**config.mk**
```make
export PLATFORM = sky130hd
export DESIGN_NAME = breakpoint_unit_flat
export DESIGN_NICKNAME = d
export VERILOG_FILES = /design/src/rtl/breakpoint_unit_if.sv /design/src/rtl/breakpoint_unit.sv /design/src/flat_wrapper.sv
export SDC_FILE = /design/constraint.sdc
export NUM_CORES = 1
export LEC_CHECK = 0
export CAP_MARGIN = 20
export CORE_MARGIN = 1.5
export CORE_UTILIZATION = 45
export DETAILED_ROUTE_END_ITERATION = 12
export PLACE_DENSITY = 0.72
export SLEW_MARGIN = 40
export SYNTH_ARGS = -nofsm -noshare
export SYNTH_HDL_FRONTEND = slang
export SYNTH_SLANG_ARGS = --single-unit
```
**constraint.sdc**
```tcl
create_clock -name i_clk -period 2.5 [get_ports i_clk]
set_input_delay 0.5 -clock i_clk [delete_from_list [all_inputs] [get_ports i_clk]]
set_output_delay 0.5 -clock i_clk [all_outputs]
set_load 0.02 [all_outputs]
```
**src/rtl/breakpoint_unit_if.sv**
```systemverilog
// Breakpoint table write port shared between the debug host (master) and breakpoint_unit (slave).
interface breakpoint_unit_if;
    localparam int unsigned AddrW = 16;
    localparam int unsigned IdxW  = 2;

    logic             i_bpWrite;
    logic [IdxW-1:0]  i_bpIndex;
    logic [AddrW-1:0] i_bpAddr;
    logic             i_bpValid;

    modport master (output i_bpWrite, output i_bpIndex, output i_bpAddr, output i_bpValid);
    modport slave  (input  i_bpWrite, input  i_bpIndex, input  i_bpAddr, input  i_bpValid);
endinterface

```
**src/rtl/breakpoint_unit.sv**
```systemverilog
// Four-entry PC breakpoint unit: halts the CPU at instruction boundaries whose next PC hits a valid entry.
// Optional hit counter is enabled with `define BREAKPOINT_COUNT_EN.
module breakpoint_unit (
    input  logic                i_clk,
    input  logic                i_resetn,
    input  logic                i_breakpointEnableN,
    input  logic                i_halt,
    input  logic                i_ctrlInstrFinishedN,
    input  logic [15:0]         i_pc,
    input  logic                i_continue,
    breakpoint_unit_if.slave    bpBus,
    output logic                o_breakpointHitN,
    output logic [1:0]          o_hitIndex
`ifdef BREAKPOINT_COUNT_EN
    ,
    output logic [7:0]          o_hitCount
`endif
);
    localparam int unsigned NumEntries = 4;
    localparam int unsigned AddrW      = 16;
    localparam int unsigned IdxW       = 2;

    typedef enum logic [1:0] {
        DISARMED = 2'd0,
        RUN      = 2'd1,
        HIT      = 2'd2
    } state_t;

    state_t                 state;
    state_t                 stateNext;
    logic [AddrW-1:0]       bpAddr [NumEntries];
    logic [NumEntries-1:0]  bpValid;
    logic                   boundary;
    logic                   match;
    logic [IdxW-1:0]        matchIdx;
    logic                   hitLoad;

    // Compare against the registered table, so a same-cycle write is not yet visible.
    always_comb begin
        boundary = !i_ctrlInstrFinishedN && i_halt;
        match    = 1'b0;
        matchIdx = '0;
        for (int i = NumEntries - 1; i >= 0; i--) begin
            if (bpValid[i] && (bpAddr[i] == i_pc)) begin
                match    = 1'b1;
                matchIdx = IdxW'(i);
            end
        end
        match = match && boundary && !i_breakpointEnableN;
    end

    // Next-state logic; disable overrides everything, and a match beats any HIT exit.
    always_comb begin
        stateNext = state;
        hitLoad   = 1'b0;
        if (i_breakpointEnableN) begin
            stateNext = DISARMED;
        end else begin
            case (state)
                DISARMED: stateNext = RUN;
                RUN: begin
                    if (match) begin
                        stateNext = HIT;
                        hitLoad   = 1'b1;
                    end
                end
                HIT: begin
                    if (match) begin
                        stateNext = HIT;
                        hitLoad   = 1'b1;
                    end else if (i_continue || i_halt) begin
                        stateNext = RUN;
                    end
                end
                default: stateNext = DISARMED;
            endcase
        end
    end

    always_ff @(posedge i_clk or negedge i_resetn) begin
        if (!i_resetn) begin
            state            <= DISARMED;
            o_breakpointHitN <= 1'b1;
            o_hitIndex       <= '0;
        end else begin
            state            <= stateNext;
            o_breakpointHitN <= (stateNext != HIT);
            if (hitLoad) begin
                o_hitIndex <= matchIdx;
            end
        end
    end

    always_ff @(posedge i_clk or negedge i_resetn) begin
        if (!i_resetn) begin
            for (int i = 0; i < NumEntries; i++) begin
                bpAddr[i] <= '0;
            end
            bpValid <= '0;
        end else if (bpBus.i_bpWrite) begin
            bpAddr[bpBus.i_bpIndex]  <= bpBus.i_bpAddr;
            bpValid[bpBus.i_bpIndex] <= bpBus.i_bpValid;
        end
    end

`ifdef BREAKPOINT_COUNT_EN
    // Saturating count of hit entries, including re-entries while already halted.
    always_ff @(posedge i_clk or negedge i_resetn) begin
        if (!i_resetn) begin
            o_hitCount <= '0;
        end else if (hitLoad && (o_hitCount != 8'hFF)) begin
            o_hitCount <= o_hitCount + 8'd1;
        end
    end
`endif
endmodule

```
**src/flat_wrapper.sv**
```systemverilog
// flat-port wrapper written by rule: the top's interface ports become plain ports
module breakpoint_unit_flat 
  (i_clk, i_resetn, i_breakpointEnableN, i_halt, i_ctrlInstrFinishedN, i_pc, i_continue, o_breakpointHitN, o_hitIndex, bpBus_i_bpWrite, bpBus_i_bpIndex, bpBus_i_bpAddr, bpBus_i_bpValid);
  breakpoint_unit_if bpBus_i ();
  input  logic i_clk;
  input  logic i_resetn;
  input  logic i_breakpointEnableN;
  input  logic i_halt;
  input  logic i_ctrlInstrFinishedN;
  input  logic [15:0] i_pc;
  input  logic i_continue;
  output logic o_breakpointHitN;
  output logic [1:0] o_hitIndex;
  input wire logic [$bits(bpBus_i.i_bpWrite)-1:0] bpBus_i_bpWrite;
  input wire logic [$bits(bpBus_i.i_bpIndex)-1:0] bpBus_i_bpIndex;
  input wire logic [$bits(bpBus_i.i_bpAddr)-1:0] bpBus_i_bpAddr;
  input wire logic [$bits(bpBus_i.i_bpValid)-1:0] bpBus_i_bpValid;
  assign bpBus_i.i_bpWrite = bpBus_i_bpWrite;
  assign bpBus_i.i_bpIndex = bpBus_i_bpIndex;
  assign bpBus_i.i_bpAddr = bpBus_i_bpAddr;
  assign bpBus_i.i_bpValid = bpBus_i_bpValid;
  breakpoint_unit u_core (.i_clk(i_clk), .i_resetn(i_resetn), .i_breakpointEnableN(i_breakpointEnableN), .i_halt(i_halt), .i_ctrlInstrFinishedN(i_ctrlInstrFinishedN), .i_pc(i_pc), .i_continue(i_continue), .bpBus(bpBus_i), .o_breakpointHitN(o_breakpointHitN), .o_hitIndex(o_hitIndex));
endmodule
```
Word-level counts from Yosys, hierarchy flattened
Cells that the tools add are included.

word-level totals
  input port bits = 42
  word-level logic and storage cells = 56
  register bits = 73
  output and inout bits = 3

operators by class
  reduce and logical (&&, ||, !) cells = 14
  bitwise logic cells = 1
  mux-type cells = 22
  order comparisons = 4
  equal/unequal tests = 7

operators by type and width
  kind                  count
  $bwmux W64            1
  $eq A16 B16 Y1        4
  $demux W16 S2         1
  $mux W16              1
  $mux W2               8
  $logic_and A1 B1 Y1   9
  $mux W1               8
  $pmux W2 S3           1
  $bwmux W4             1
  $ge A3 B3 Y1 const B  1
  $lt A2 B3 Y1 const B  1
  $lt A3 B1 Y1 const B  1
  $not A2 Y3            1
  $demux W1 S2          1
  $eq A2 B1 Y1 const B  1
  $eq A2 B2 Y1 const B  1
  $ge A2 B1 Y1 const B  1
  $logic_not A1 Y1      2
  $logic_not A2 Y1      1
  $ne A2 B2 Y1 const B  1
  $reduce_or A2 Y1      1
  $logic_or A1 B1 Y1    1

Logic depth before layout (Yosys ltp)
Gate-level depths: netlist of the first run.

  depth in word-level cells = 12
  depth in mapped cells = 6
  mapped depth without buffers = 6

Worst setup path after synthesis of the first run
Ideal clock, no wire load.

  path kind = input -> register
  start = input i_pc[12]
  end = register u_core.state[0]
  data required time = 2363 ps
  stages on the path = 6
  data arrival time = 1725 ps
  buffers on the path = 0
  slack = 638 ps
  library setup time = 137 ps
  path through = xor2_1 > nor4_1 > nand4b_1 > or4b_4 > o2111ai_2 > a31oi_1

on the way
  word-level cells in the longest chain between the ends = 11
  elaborated cells on any way between the ends = 18
  those cells by class = eq/ne (4); mux (8); reduce/logical (6)

RTL lines
  element                                line                                          RTL
  start: declaration                     flat_wrapper.sv:10                            input logic [15:0] i_pc;
  $eq A16 B16 Y1                         breakpoint_unit.sv:44                         if (bpValid[i] && (bpAddr[i] == i_pc)) begin
  $logic_and A1 B1 Y1                    breakpoint_unit.sv:44
  $mux W1 (3 in series)                  breakpoint_unit.sv:44
  $mux W1 (*)                            breakpoint_unit.sv:44
  $logic_and A1 B1 Y1 (*) (2 in series)  breakpoint_unit.sv:49                         match = match && boundary && !i_breakpointEnableN;
  $mux W2, on equally long branches      breakpoint_unit.sv:68, breakpoint_unit.sv:62
  $pmux W2 S3 (*)                        breakpoint_unit.sv:59                         case (state)
  $mux W2 (*)                            breakpoint_unit.sv:56                         if (i_breakpointEnableN) begin
  named net u_core.stateNext[0]          breakpoint_unit.sv:30                         state_t stateNext;
  end signal: assignment                 breakpoint_unit.sv:86                         state <= stateNext;
  end: declaration                       breakpoint_unit.sv:29                         state_t state;

The timed path passes the listed nets; every way through them passes the cells marked *.
A chain may end at the register's enable or synchronous reset.

Worst setup path after layout of the first run
Ends and elaborated chain as after synthesis.

==> results of run 1 <==
## metrics by stage
stage | hold WS (ns) | utilization, % | area [um2] | std cells | total power [uW]
final | 0.160 | 56.9 | 4620 | 468 | 3210
after floorplan | 0.204 | - | 3730 | 291 | 1970
after global routing | 0.194 | 56.9 | 4620 | 468 | 3390
after detailed placement | 0.491 | 54.3 | 4420 | 452 | 2280
after global placement | 0.468 | 54.3 | 4420 | 452 | 2260
after CTS | 0.172 | 56.9 | 4620 | 468 | 3240
## flip-flops by register name, summed over array words and instances, names as in the netlist
register / cells
u_core.state: 2
u_core.o_breakpointHitN: 1
u_core.bpValid: 4
u_core.o_hitIndex: 2
u_core.bpAddr: 64
## layout make-up
type | instances | area [um2]
repair buffers | 60 | 568
multi-input cells | 210 | 1870
clock buffers | 14 | 173
inverters | 4 | 15.0
flip-flops and latches | 73 | 1830
fillers | 694 | 3510
well taps | 105 | 131
clock inverters | 2 | 35.0
## kinds of logic (layout without fill, tap and decap cells)
group | after synthesis | in the layout | synth area share (%)
adder cells (fa/ha/maj) | 4 | 4 | 1.34
AND/OR/NAND/NOR | 59 | 59 | 10.2
flip-flops | 73 | 73 | 49.0
XOR/XNOR | 64 | 64 | 15.0
multiplexers | 69 | 69 | 20.8
AO/OA/AOI/OAI | 14 | 14 | 2.85
buffers and inverters | 8 | 80 | 0.838
## metal layers
metal  track usage [%]  vias up  part of all wire [%]
li1                  -     1184                     -
met1              26.9     1259                    44
met2              33.6       73                    48
met3              4.85       14                   5.1
met4              10.4        0                   3.1
met5                 0        -                     0
## cells in the final DEF (no fill, tap or decap), types with 2 or more instances in the layout
cell	n
a31oi_1	2
inv_1	4
a211oi_1	2
dfrtp_1	72
nand3b_1	3
nand3_1	4
mux2_1	37
o21ai_0	2
nand2_1	8
nor4_1	16
xnor2_1	22
xor2_1	42
nand4_1	6
mux2_2	31
nor3_1	4
nor2_1	4
nor4b_1	2
clkdlybuf4s50_1	43
clkbuf_1	2
ha_1	4
buf_4	15
nand4b_1	2
clkbuf_8	12
a21oi_1	3
## power groups by stage
stage,logic [uW],clock network [uW],registers [uW]
after global placement,717,0,1540
after CTS,736,978,1530
after detailed placement,731,0,1550
after global routing,802,1030,1560
final,731,953,1530
after floorplan,450,0,1520
## worst register-to-register path: cells and delay by family (launching register included)
family                    cells  cell delay [ns]
AOI/OAI and AO/OA             2             0.27
xor gates and xnor gates      1             0.19
DFF                           1             0.39
and+or+nand+nor               3             1.03
## worst max path at each step
stage                     cells past startpoint  slack, ns               to     start
after floorplan                               6       0.64  u_core.state[0]  i_pc[12]
after global placement                        7     -0.009  u_core.state[0]   i_pc[9]
after detailed placement                      7       -0.1  u_core.state[0]  i_pc[12]
after CTS                                     7       0.26  u_core.state[0]  i_pc[12]
after global routing                          7       0.15  u_core.state[0]  i_pc[12]
final                                         7       0.25  u_core.state[0]  i_pc[12]
==> out/results.tsv, run 1 <==
metric	value	unit
status	finished clean	
rows	33	
dieArea	8850	um2
clock_skew	0.00573	ns
fmax	445	MHz
hold_buffers	0	
timing.final.ws_setup	0.253	ns
final-setup-viol-count	0	
clockPowerShare	29.7	%
swShare	28.2	%
synth_top_area_share	48.3	%
crit_buf_inv	1	
grt_max_degree	74	
antenna_found_initial	0	
p_per_area	695	nW/um2
overflow	0	
async_flop_share	100	%
tightest_slew	0.458	ns
drive_gt1_share	19.0	%
drt_wl_total	8220	um
maxSlewHeadroom	69.2	%
ys_ff_latch	73	
r2r_end	u_core.state[0]	
grt_pass1_wl	13600	um
die_w	94.1	um
drtIter0Drc	129	
crit_path_start_kind	input port	
synth_edf_count	0	
fin_tns_setup	0	ns
fin_crit_sh	89.9	%
route.detailed.drc	0	
port_buffers	44	
syn_to_final_growth	23.9	%
min_period	2.25	ns
hold_class	input port to asynchronous set/reset pin	
critPathMaxStageDelay	0.51	ns
dieHeight	94.1	um
critical_path.top_delay_family	simple AND/OR/NAND/NOR gates	
cp_data_arrival_time	2.46	ns
crit_required	2.71	ns
synth_seq_area_share	49.0	%
wire_per_inst	17.6	um
clkTransAtPathRegs	0.07	ns
cellInternalPower	2310	uW
grt_usage	21.1	%
crit-reg2reg-launch	u_core.bpAddr[16]	
yosysMostFrequentCell	dfrtp_1	
critical_path.max_fanout	3	
initial_utilization	45.9	%
postCtsSetupRepairBufs	0	
cts_resized	0	
endpoint_kind	flip-flop	
p_sw	906	uW
netlist_area	3730	um2
cpMaxStageDelayCell	or4b_4	
clk_latency	0.35	ns
power_frac_comb	22.7	%
rr_worst_depth	6	
peakVddDrop	0.000307	V
synthFlopType	dfrtp_1	
nets	404	
vias	2530	
rsz0062_at_grt	false	
ys_top_cells_by_count	72 x dfrtp_1, 42 x xor2_1, 37 x mux2_1	
path_cells	clkdlybuf4s50_1 > xor2_1 > nor4_1 > nand4b_1 > or4b_4 > o2111ai_2 > a31oi_1	
cap_violations	0	
clockRootBuffer	clkbuf_8	
ys_top_cells_by_area	dfrtp_1 48%, mux2_1 11%, xor2_1 9.9%	
clockBufferDepth	2	
hpwl	6110	um
yosys_warnings	0	
report.final.hold_viol_count	0	
h-tree-depth	3	
cts_tree	yes	
synth_cell_types	39	
place_congestion	0.931	
synth_top_area_cell	dfrtp_1	
coreArea	8130	um2
synth_nets	337	
ios	45	
ant_nets	0	
via_per_inst	5.41	
syn_area_per_cell	12.8	um2
criticalPathCategory	input port to flip-flop	
p_seq_share	47.6	%
cts_sinks	73	
drv_slew	0	
n_antenna_cell	0	
r2r_slack	0.48	ns
grt_pass1_vias	2582	
drt_pre_antenna_iters	4	
cts_made_buffers	9	
syn-instance-count	291	
p_leak	0.00192	uW
place_ws	-0.0991	ns
No activity file was read; power rests on OpenSTA's default activity.
==> run 2: changes to the inputs <==
- CORE_ASPECT_RATIO: default -> 1.75
==> run 2 against run 1 <==
The flow now finishes with violations (DRC). Non-clock buffer count increased by 4. Routed wire length rose by 5.2%. Clock skew shrank 0.0022 ns. Critical path depth grew 1. Final area grew 1.2%. Via count is 0.55% higher. Clock power grew 18%. Final cell count fell by 2.4%. Highest routed layer unchanged.
==> out/results.tsv, run 2 (synthesized netlist as in run 1, its figures left out) <==
metric	value	unit
grt_max_degree	27	
placed_area	4430	um2
postCtsSetupRepairBufs	0	
violations	DRC	
nets	408	
critical_path.max_fanout	3	
cts_made_buffers	9	
criticalPathCategory	input port to flip-flop	
maxSlewHeadroom	65.5	%
cts_resized	0	
p_leak	0.00196	uW
grt_usage	21.9	%
syn_to_final_growth	25.4	%
drive_gt1_share	18.8	%
fin_crit_sh	88.0	%
cts_sinks	73	
power	3400	uW
cpMaxStageDelayCell	clkdlybuf4s50_1	
critical_path.top_delay_family	compound AO/OA/AOI/OAI gates	
hold_buffers	0	
final_area	4680	um2
rows	43	
ant_nets	0	
largest_reg_flops	64	
fin_tns_setup	0	ns
crit_path_start_kind	input port	
initial_utilization	46.9	%
fmax	454	MHz
peakVddDrop	0.000508	V
overflow	0	
via_per_inst	5.57	
top_regs	u_core.bpAddr (64), u_core.bpValid (4)	
ios	45	
place_ws	-0.0218	ns
hpwl	6660	um
die_w	71.9	um
timing.final.ws_setup	0.299	ns
drv_slew	0	
path_common_cell	a211oi_1	
place_congestion	0.901	
clockRootBuffer	clkbuf_16	
cts_tree	yes	
crit_required	2.74	ns
p_per_area	727	nW/um2
final-setup-viol-count	0	
final_common_cell	dfrtp_1	
crit_buf_inv	2	
endpoint_kind	flip-flop	
antenna_found_initial	0	
clk_latency	0.33	ns
path_cells	clkdlybuf4s50_1 > buf_4 > xor2_1 > nor4_1 > nand4_1 > o32ai_1 > a211oi_1 > a211oi_1	
clock_skew	0.00350	ns
vias	2544	
clkTransAtPathRegs	0.05	ns
min_period	2.20	ns
grt_pass1_vias	2747	
wire_per_inst	18.9	um
grt_pass1_wl	14200	um
n_antenna_cell	0	
cp_data_arrival_time	2.44	ns
critPathMaxStageDelay	0.45	ns
port_buffers	44	
drt_wl_total	8640	um
drtIter0Drc	117	
mostFrequentLayoutCells	72 x dfrtp_1, 43 x clkdlybuf4s50_1, 42 x xor2_1, 37 x mux2_1, 31 x mux2_2	
regMostFlops	u_core.bpAddr	
tightest_slew	0.517	ns
dieArea	8870	um2
route.detailed.drc	3	
h-tree-depth	3	
hold_class	input port to asynchronous set/reset pin	
dieHeight	123	um
hold_ws	0.137	ns
cap_violations	0	
rsz0062_at_grt	false	
coreArea	7960	um2
report.final.hold_viol_count	0	
clockBufferDepth	2	
drt_pre_antenna_iters	10	
status	finished, violations left	
==> run 2: cell types whose count changed in the layout (fill, tap and decap cells not counted), sizes merged <==
cell / previous run / this run
buf: 17 / 21
bufinv: 1 / 0
clkbuf: 14 / 15
==> run 2: power by group <==
part	switching, uW	internal (uW)	total [uW]
clock	451	671	1120
combinational	359	380	739
sequential	145	1400	1540
==> run 2: cell type report <==
cell class	instances	area [um2]
fill	690	3280
multi-input combinational	210	1870
timing repair buffer	64	598
inverter	4	15.0
clock buffer	15	248
sequential	73	1830
tap	90	113
clock inverter	1	5.00
==> run 2: layer usage <==
metal / track usage, % / up-vias / part of all wire [%]
li1: - / 1193 / -
met1: 24.5 / 1255 / 38
met5: 0 / - / 0
met4: 15.0 / 0 / 5.5
met2: 37.5 / 63 / 53
met3: 3.75 / 33 / 2.7
==> run 2: final timing paths <==
kind	from	endpoint	slack [ns]	cells after the start
max	i_pc[0]	u_core.o_hitIndex[1]	0.30	8
min reg2reg	u_core.bpAddr[58]	u_core.bpAddr[58]	0.50	1
min	i_resetn	u_core.bpAddr[27]	0.14	1
max in group asynchronous	i_resetn	u_core.bpAddr[13]	1.72	2
max reg2reg	u_core.bpAddr[17]	u_core.state[0]	0.55	7
min in group i_clk	u_core.bpAddr[58]	u_core.bpAddr[58]	0.50	1
==> run 2: worst register-to-register path: cells and delay by family (launching register included) <==
family	cells	cell delay (ns)
buffers and inverters	1	0.15
flip-flops	1	0.39
XOR/XNOR	1	0.17
AO/OA/AOI/OAI	2	0.25
AND/OR/NAND/NOR	3	0.86
==> run 2: metrics by stage <==
stage | cells | util (%)
3_5_place_dp | 441 | 55.6
4_1_cts | 457 | 58.8
3_3_place_gp | 441 | 55.6
6_report | 457 | 58.8
5_1_grt | 457 | 58.8
2_1_floorplan | 291 | -
==> run 3: changes to the inputs <==
--- a/config.mk
+++ b/config.mk
@@ -13,3 +13,3 @@
 export PLACE_DENSITY = 0.72
-export SLEW_MARGIN = 40
+export SLEW_MARGIN = 30
 export SYNTH_ARGS = -nofsm -noshare
--- a/constraint.sdc
+++ b/constraint.sdc
@@ -3,2 +3,2 @@
 set_output_delay 0.5 -clock i_clk [all_outputs]
-set_load 0.02 [all_outputs]
+set_load 0.05 [all_outputs]
==> results of run 3 <==
Same layout as run 2 (identical final DEF). Status: finished, violations left: DRC.
